File: src/rtl/ex_muldiv_ctrl_if.sv
// ex_muldiv_ctrl_if
//   Request/result bundle between the execute stage and the iterative
//   RV64M multiply/divide sequencer.
//   master : execute stage (drives requests, flush and result_ack)
//   slave  : ex_muldiv_ctrl (drives ready/busy/done/result)
//   Signals:
//     req_valid/req_ready  request handshake
//     req_op               4-bit M-op code
//     req_op1/req_op2      forwarded rs1/rs2 values
//     flush                abort the current operation
//     busy/done            iteration in progress / result valid
//     result/result_ack    final rd value and its consume strobe
interface ex_muldiv_ctrl_if #(
  parameter int XLEN = 64
);
  logic            req_valid;
  logic            req_ready;
  logic [3:0]      req_op;
  logic [XLEN-1:0] req_op1;
  logic [XLEN-1:0] req_op2;
  logic            flush;
  logic            busy;
  logic            done;
  logic [XLEN-1:0] result;
  logic            result_ack;

  modport master (
    output req_valid, req_op, req_op1, req_op2, flush, result_ack,
    input  req_ready, busy, done, result
  );

  modport slave (
    input  req_valid, req_op, req_op1, req_op2, flush, result_ack,
    output req_ready, busy, done, result
  );
endinterface

File: src/rtl/ex_muldiv_ctrl.sv
// ex_muldiv_ctrl
//   Sequencer for the iterative RV64M multiply/divide unit. Accepts one
//   M-op from execute, runs a shift-add multiply or restoring divide one
//   bit per cycle, resolves divide-by-zero / signed overflow / illegal ops
//   without iterating, then holds the result until execute acknowledges.
//   Ports:
//     clk      rising-edge clock
//     reset_n  asynchronous active-low reset
//     bus      ex_muldiv_ctrl_if.slave (request, flush, result handshake)
module ex_muldiv_ctrl #(
  parameter int XLEN = 64
) (
  input  logic             clk,
  input  logic             reset_n,
  ex_muldiv_ctrl_if.slave  bus
);

  localparam logic [XLEN-1:0] MOST_NEG = {1'b1, {(XLEN-1){1'b0}}};

  typedef enum logic [1:0] {
    S_IDLE,
    S_BUSY,
    S_DONE
  } state_t;

  state_t          state;
  logic [6:0]      cnt;
  logic            op_mul;
  logic            op_rem;
  logic            op_w;
  logic            neg_q;
  logic            neg_r;
  // Multiply: work_a = accumulator, work_b = multiplicand, work_c = multiplier.
  // Divide:   work_a = partial remainder, work_b = dividend/quotient shift
  //           register, work_c = divisor magnitude.
  logic [XLEN-1:0] work_a;
  logic [XLEN-1:0] work_b;
  logic [XLEN-1:0] work_c;
  logic [XLEN-1:0] result_q;

  function automatic logic [XLEN-1:0] f_sext32(input logic [31:0] v);
    return {{(XLEN-32){v[31]}}, v};
  endfunction

  function automatic logic [XLEN-1:0] f_cond_neg(input logic [XLEN-1:0] v,
                                                 input logic            n);
    return n ? (~v + 1'b1) : v;
  endfunction

  // Request decode (evaluated against the live request inputs).
  logic                   dec_legal;
  logic                   dec_mul;
  logic                   dec_w;
  logic                   dec_sgn;
  logic                   dec_rem;
  logic [31:0]            lo_a;
  logic [31:0]            lo_b;
  logic signed [XLEN-1:0] a_s;
  logic signed [XLEN-1:0] b_s;
  logic                   a_neg;
  logic                   b_neg;
  logic [XLEN-1:0]        a_mag;
  logic [XLEN-1:0]        b_mag;
  logic [XLEN-1:0]        dvd_ext;
  logic                   div_zero;
  logic                   div_ovf;
  logic                   dec_special;
  logic [XLEN-1:0]        spec_res;

  always_comb begin
    dec_legal = (bus.req_op <= 4'd9);
    dec_mul   = (bus.req_op == 4'd0) || (bus.req_op == 4'd1);
    dec_w     = bus.req_op inside {4'd1, 4'd6, 4'd7, 4'd8, 4'd9};
    dec_sgn   = bus.req_op inside {4'd2, 4'd4, 4'd6, 4'd8};
    dec_rem   = bus.req_op inside {4'd4, 4'd5, 4'd8, 4'd9};
    lo_a      = bus.req_op1[31:0];
    lo_b      = bus.req_op2[31:0];
    if (dec_w) begin
      a_s = dec_sgn ? $signed(f_sext32(lo_a)) : $signed({{(XLEN-32){1'b0}}, lo_a});
      b_s = dec_sgn ? $signed(f_sext32(lo_b)) : $signed({{(XLEN-32){1'b0}}, lo_b});
    end else begin
      a_s = $signed(bus.req_op1);
      b_s = $signed(bus.req_op2);
    end
    a_neg    = dec_sgn & a_s[XLEN-1];
    b_neg    = dec_sgn & b_s[XLEN-1];
    a_mag    = f_cond_neg(a_s, a_neg);
    b_mag    = f_cond_neg(b_s, b_neg);
    // Dividend as it appears in rd: W results are always sign-extended
    // from bit 31, even for the unsigned W variants.
    dvd_ext  = dec_w ? f_sext32(lo_a) : bus.req_op1;
    div_zero = dec_legal & ~dec_mul & (b_s == '0);
    div_ovf  = dec_sgn & (dec_w ? ((lo_a == 32'h8000_0000) && (lo_b == 32'hFFFF_FFFF))
                                : ((bus.req_op1 == MOST_NEG) && (bus.req_op2 == '1)));
    dec_special = ~dec_legal | div_zero | div_ovf;
    if (!dec_legal) begin
      spec_res = '0;
    end else if (dec_rem) begin
      spec_res = div_zero ? dvd_ext : '0;
    end else begin
      spec_res = div_zero ? '1 : dvd_ext;
    end
  end

  // One iteration step plus the final formatting used on the last step.
  logic [XLEN:0]   div_shift;
  logic [XLEN:0]   div_diff;
  logic [XLEN-1:0] nx_a;
  logic [XLEN-1:0] nx_b;
  logic [XLEN-1:0] nx_c;
  logic [XLEN-1:0] fin_raw;
  logic [XLEN-1:0] fin_res;

  always_comb begin
    div_shift = {work_a, work_b[XLEN-1]};
    div_diff  = div_shift - {1'b0, work_c};
    if (op_mul) begin
      nx_a = work_c[0] ? (work_a + work_b) : work_a;
      nx_b = work_b << 1;
      nx_c = work_c >> 1;
    end else begin
      // A borrow out of the trial subtraction means restore.
      nx_a = div_diff[XLEN] ? div_shift[XLEN-1:0] : div_diff[XLEN-1:0];
      nx_b = {work_b[XLEN-2:0], ~div_diff[XLEN]};
      nx_c = work_c;
    end
    if (op_mul) begin
      fin_raw = nx_a;
    end else if (op_rem) begin
      fin_raw = f_cond_neg(nx_a, neg_r);
    end else begin
      fin_raw = f_cond_neg(nx_b, neg_q);
    end
    fin_res = op_w ? f_sext32(fin_raw[31:0]) : fin_raw;
  end

  always_ff @(posedge clk or negedge reset_n) begin
    if (!reset_n) begin
      state    <= S_IDLE;
      cnt      <= '0;
      op_mul   <= 1'b0;
      op_rem   <= 1'b0;
      op_w     <= 1'b0;
      neg_q    <= 1'b0;
      neg_r    <= 1'b0;
      work_a   <= '0;
      work_b   <= '0;
      work_c   <= '0;
      result_q <= '0;
    end else if (bus.flush) begin
      state <= S_IDLE;
    end else begin
      case (state)
        S_IDLE: begin
          if (bus.req_valid) begin
            op_mul <= dec_mul;
            op_rem <= dec_rem;
            op_w   <= dec_w;
            neg_q  <= a_neg ^ b_neg;
            neg_r  <= a_neg;
            if (dec_special) begin
              result_q <= spec_res;
              state    <= S_DONE;
            end else begin
              cnt    <= dec_w ? 7'd32 : 7'd64;
              work_a <= '0;
              if (dec_mul) begin
                work_b <= bus.req_op1;
                work_c <= bus.req_op2;
              end else begin
                // W divides start with the 32-bit magnitude in the top
                // half so 32 shifts leave the quotient in bits [31:0].
                work_b <= dec_w ? {a_mag[31:0], {(XLEN-32){1'b0}}} : a_mag;
                work_c <= b_mag;
              end
              state <= S_BUSY;
            end
          end
        end
        S_BUSY: begin
          work_a <= nx_a;
          work_b <= nx_b;
          work_c <= nx_c;
          cnt    <= cnt - 7'd1;
          if (cnt == 7'd1) begin
            result_q <= fin_res;
            state    <= S_DONE;
          end
        end
        S_DONE: begin
          if (bus.result_ack) begin
            state <= S_IDLE;
          end
        end
        default: state <= S_IDLE;
      endcase
    end
  end

  assign bus.req_ready = (state == S_IDLE);
  assign bus.busy      = (state == S_BUSY);
  assign bus.done      = (state == S_DONE);
  assign bus.result    = result_q;

endmodule

File: src/flat_wrapper.sv
// flat-port wrapper written by rule: the top's interface ports become plain ports
module ex_muldiv_ctrl_flat 
#(
  parameter int XLEN = 64
)
  (clk, reset_n, bus_req_valid, bus_req_op, bus_req_op1, bus_req_op2, bus_flush, bus_result_ack, bus_req_ready, bus_busy, bus_done, bus_result);
  ex_muldiv_ctrl_if #(.XLEN(XLEN)) bus_i ();
  input  logic clk;
  input  logic reset_n;
  input wire logic [$bits(bus_i.req_valid)-1:0] bus_req_valid;
  input wire logic [$bits(bus_i.req_op)-1:0] bus_req_op;
  input wire logic [$bits(bus_i.req_op1)-1:0] bus_req_op1;
  input wire logic [$bits(bus_i.req_op2)-1:0] bus_req_op2;
  input wire logic [$bits(bus_i.flush)-1:0] bus_flush;
  input wire logic [$bits(bus_i.result_ack)-1:0] bus_result_ack;
  output wire logic [$bits(bus_i.req_ready)-1:0] bus_req_ready;
  output wire logic [$bits(bus_i.busy)-1:0] bus_busy;
  output wire logic [$bits(bus_i.done)-1:0] bus_done;
  output wire logic [$bits(bus_i.result)-1:0] bus_result;
  assign bus_i.req_valid = bus_req_valid;
  assign bus_i.req_op = bus_req_op;
  assign bus_i.req_op1 = bus_req_op1;
  assign bus_i.req_op2 = bus_req_op2;
  assign bus_i.flush = bus_flush;
  assign bus_i.result_ack = bus_result_ack;
  assign bus_req_ready = bus_i.req_ready;
  assign bus_busy = bus_i.busy;
  assign bus_done = bus_i.done;
  assign bus_result = bus_i.result;
  ex_muldiv_ctrl #(.XLEN(XLEN)) u_core (.clk(clk), .reset_n(reset_n), .bus(bus_i));
endmodule
File: config.mk
export PLATFORM = sky130hd
export DESIGN_NAME = ex_muldiv_ctrl_flat
export DESIGN_NICKNAME = d
export VERILOG_FILES = /design/src/rtl/ex_muldiv_ctrl_if.sv /design/src/rtl/ex_muldiv_ctrl.sv /design/src/flat_wrapper.sv
export SDC_FILE = /design/constraint.sdc
export NUM_CORES = 2
export LEC_CHECK = 0
export BUFFER_PORTS_ARGS = -buffer_cell sky130_fd_sc_hd__buf_2
export CAP_MARGIN = 15
export CORE_MARGIN = 2
export CORE_UTILIZATION = 40
export CTS_BUF_LIST = sky130_fd_sc_hd__clkbuf_8
export CTS_CLUSTER_DIAMETER = 150
export CTS_CLUSTER_SIZE = 25
export DETAILED_ROUTE_END_ITERATION = 8
export SKIP_LAST_GASP = 1
export SLEW_MARGIN = 0
export SYNTH_ARGS = -nofsm -noshare
export SYNTH_HDL_FRONTEND = slang
export SYNTH_SLANG_ARGS = --single-unit
File: constraint.sdc
create_clock -name clk -period 6.55 [get_ports clk]
set_input_delay 1.31 -clock clk [delete_from_list [all_inputs] [get_ports clk]]
set_output_delay 1.31 -clock clk [all_outputs]
set_load 0.01 [all_outputs]
==> impl_metrics.ini <==
[critical_path]
worst-r2r-setup-slack_ps = 100
cp_data_arrival_time_ps = 6970
cp_max_fo = 10
critPathRequiredTime_ps = 7070
slowest_stage = sky130_fd_sc_hd__or4b_2
critPathTopFamily = compound AO/OA/AOI/OAI gates
rr_startpoint = u_core.work_a[37]
setup.worst_path.start_class = register
critPathKind = reg -> reg
slowest_delay_ps = 750
critPathMostFrequentCell = sky130_fd_sc_hd__buf_4
setup.worst_path.end_class = register
critPathBufInv = 3
regToRegEndpoint = u_core.bus.result[63]
cell_chain_of_the_critical_path = ha_1 > nand4_1 > nor3_2 > buf_4 > nand4_1 > a2111oi_0 > buf_4 > nor3_1 > buf_4 > o31a_1 > xnor2_1 > a211oi_1 > o211ai_1 > or4b_2 > nor3b_1 > a41oi_1 > xor2_1 > a21oi_1 > o21ai_0
r2r_cells = 19

[clock_network]
cts_htree_levels = 1
cts_tree = done
clkSlewWorstSetupHoldPaths_ps = 210
numCtsBuffers = 15
cts-root-to-sink-buffers = 3
clock_latency_late_sink_ps = 700
root_buffer = sky130_fd_sc_hd__clkbuf_8
cts_sinks = 270
ctsHoldBuffers = 0

[route]
drt-initial-drc-count = 5324
finalWirelength_mm = 173
vias = 37814
ant_nets = 0
drt_pass1_iterations = 7
post_detailed_route_via_to_cell_ratio = 6.77
remaining_drc_errors = 0
avgRoutedWirePerCell_um = 31.0

[hold_path]
min_delay_worst_endpoint = u_core.bus.result[24]
worstHoldPathCells = 2
timing.hold.worst.start = u_core.bus.result[24]
hold_class = reg -> reg

[power]
power.ir.vdd_worst_mv = 0.488
internal_pwr_total_uw = 7780
power.switching_uw = 12500
static-leakage-power_uw = 0.0142
sw_frac_of_total = 0.617
power-per-cell-area_nw_per_um2 = 581
totalPowerFinal_uw = 20300
power.share.sequential = 0.182
combinational_fraction_of_design_power = 0.772
p_clk_frac = 0.045

[yosys]
syn_inst_count = 4405
synthMostInstantiatedCell = sky130_fd_sc_hd__o21ai_0
seq_area_frac_synth = 0.214
asyncSetResetFlopFracSynth = 1.00
ys_ff_latch = 270
postSynthAreaPerCell_um2 = 7.17
synthesized_nets = 4678
cell_types_with_the_highest_counts_after_synthesis = 493 x sky130_fd_sc_hd__o21ai_0, 460 x sky130_fd_sc_hd__a21oi_1, 460 x sky130_fd_sc_hd__nand2_1
post-synth-top-area-cell = sky130_fd_sc_hd__dfrtp_1
synth_enable_flop_cells = 0
synth.top_cells.by_area = sky130_fd_sc_hd__dfrtp_1 21%, sky130_fd_sc_hd__o21ai_0 7.8%, sky130_fd_sc_hd__a21oi_1 7.3%
yosysTopAreaCellShare = 0.214
ys.flop_type = sky130_fd_sc_hd__dfrtp_1
syn_area_um2 = 31600
ys_warn_count = 0
post_synthesis_cell_type_count = 101

[timing]
timing.final.hold_violations = 0
timing.slew.headroom = 0.195
fraction_of_the_cycle_the_final_worst_path_needs = 0.985
fmax_mhz = 155
tns_ps = 0
final.hold.worst_slack_ps = 487
setup_viol = 0
final_critical_path_setup_slack_ps = 98.9
period_needed_ps = 6450
slew_viol_final = 0
worst-slew-pin-transition_ps = 1210
finalClockSkew_ps = 84.5
rsz0062_at_grt = true

[die]
design.core.area_um2 = 78600
ios = 204
floorplan.rows = 103
die_y_um = 285
fp.dieArea_um2 = 81200
start_util = 0.402
x_dimension_of_the_die_um = 285

[placed_design]
pre_cts_ws_ps = 206
gp_congestion = 1.05
buffer_ports.inserted = 203
place.detailed.hpwl_mm = 137
dp.cells = 5555

[final_layout]
drive_gt1_frac = 0.124
fillCellCount = 8269
design.final.nets = 4796
flow.area_growth_from_synthesis_pct = 10.8
multiInputGateArea_um2 = 23200
layout.cells.non_filler = 5586
ff_latch_area_um2 = 6760

[global_route]
grt_max_degree = 89
global_router_s_overall_resource_usage = 0.409
antenna_found_initial = 15
global_route.overflow_total = 0
global_route_wire_length_before_repair_mm = 247
grt_pass1_vias = 34606

[status]
status = finished clean

[flow_run]
cap_viol_max_count = 0
## registers in the layout (all words and copies together) (netlist names), 2 cells and up
register           flops
u_core.bus.result     64
u_core.cnt             7
u_core.state           2
u_core.work_a         64
u_core.work_b         64
u_core.work_c         64
## metal layers
layer	up-vias	track usage	routed length (um)
li1	16830	-	-
met4	8	0.182	8920
met1	18327	0.560	71700
met5	-	0	54
met2	2290	0.602	71800
met3	359	0.109	20700
## metrics by stage
stage	area (um2)	utilization
final	35000	0.445
after global routing	35000	0.445
after CTS	34900	0.444
after detailed placement	34600	0.440
after global placement	34600	0.440
after floorplan	31600	-
## worst max-delay path by stage
| stage | start | endpoint | slack [ps] | cells past startpoint |
|---|---|---|---|---|
| 2_1_floorplan | u_core.work_b[63] | u_core.bus.result[60] | 220 | 27 |
| 3_3_place_gp | u_core.work_c[0] | u_core.bus.result[58] | 290 | 24 |
| 3_5_place_dp | u_core.work_c[0] | u_core.bus.result[58] | 210 | 24 |
| 4_1_cts | u_core.work_c[0] | u_core.bus.result[58] | 140 | 24 |
| 5_1_grt | u_core.work_b[63] | u_core.bus.result[58] | -140 | 25 |
| 6_report | u_core.work_a[37] | u_core.bus.result[63] | 100 | 19 |
## worst register-to-register path, cell delays in order (launching register included)
cell                        delay, ps
sky130_fd_sc_hd__dfrtp_1          550
sky130_fd_sc_hd__ha_1             540
sky130_fd_sc_hd__nand4_1          290
sky130_fd_sc_hd__nor3_2           350
sky130_fd_sc_hd__buf_4            200
sky130_fd_sc_hd__nand4_1          140
sky130_fd_sc_hd__a2111oi_0        570
sky130_fd_sc_hd__buf_4            220
sky130_fd_sc_hd__nor3_1            50
sky130_fd_sc_hd__buf_4            160
sky130_fd_sc_hd__o31a_1           320
sky130_fd_sc_hd__xnor2_1          160
sky130_fd_sc_hd__a211oi_1         520
sky130_fd_sc_hd__o211ai_1         280
sky130_fd_sc_hd__or4b_2           750
sky130_fd_sc_hd__nor3b_1          400
sky130_fd_sc_hd__a41oi_1          190
sky130_fd_sc_hd__xor2_1           200
sky130_fd_sc_hd__a21oi_1          300
sky130_fd_sc_hd__o21ai_0          120
## final cells by class
cell class,count,share of cell area
Clock buffer,15,0.00590
Inverter,123,0.0133
Antenna cell,7,0.000501
Tap cell,1050,0.0376
Sequential cell,270,0.193
Timing Repair Buffer,444,0.0850
Clock inverter,8,0.00168
Multi-Input combinational cell,3669,0.663
## power groups by stage
stage / sequential (uW) / combinational, uW / clock [uW]
global placement: 3620 / 15000 / 0
CTS: 3590 / 15000 / 925
finish: 3700 / 15700 / 921
floorplan: 3110 / 9260 / 0
global route: 3730 / 16500 / 970
detailed placement: 3620 / 14800 / 0
## layout by cell type (no fill, tap or decap), drive strengths merged, types with 50 or more instances in the layout
| cell type | count |
|---|---|
| or3 | 50 |
| ha | 134 |
| nand4 | 91 |
| a21oi | 463 |
| nor3 | 98 |
| xor2 | 122 |
| buf | 444 |
| inv | 125 |
| a211oi | 67 |
| a21o | 54 |
| o21ai | 508 |
| dfrtp | 270 |
| nand3 | 88 |
| nor2 | 342 |
| xnor2 | 138 |
| o31ai | 91 |
| nand2 | 461 |
| o211ai | 91 |
| a31oi | 69 |
## logic make-up after synthesis
kind of cell / count (synthesis) / synth area share
AOI/OAI and AO/OA: 1822 / 0.371
and+or+nand+nor: 1388 / 0.211
buffers and inverters: 466 / 0.0573
DFF: 270 / 0.214
xor gates and xnor gates: 260 / 0.0721
adders and majority gates: 156 / 0.0607
muxes: 43 / 0.0140
## repair_timing
action / in CTS / in global routing
resized for setup: 0 / 10
endpoints found under the setup margin: 0 / 26
endpoints found under the hold margin: 0 / 0
buffers inserted: 0 / 0
Note: power is estimated with default switching activity, not from simulation.
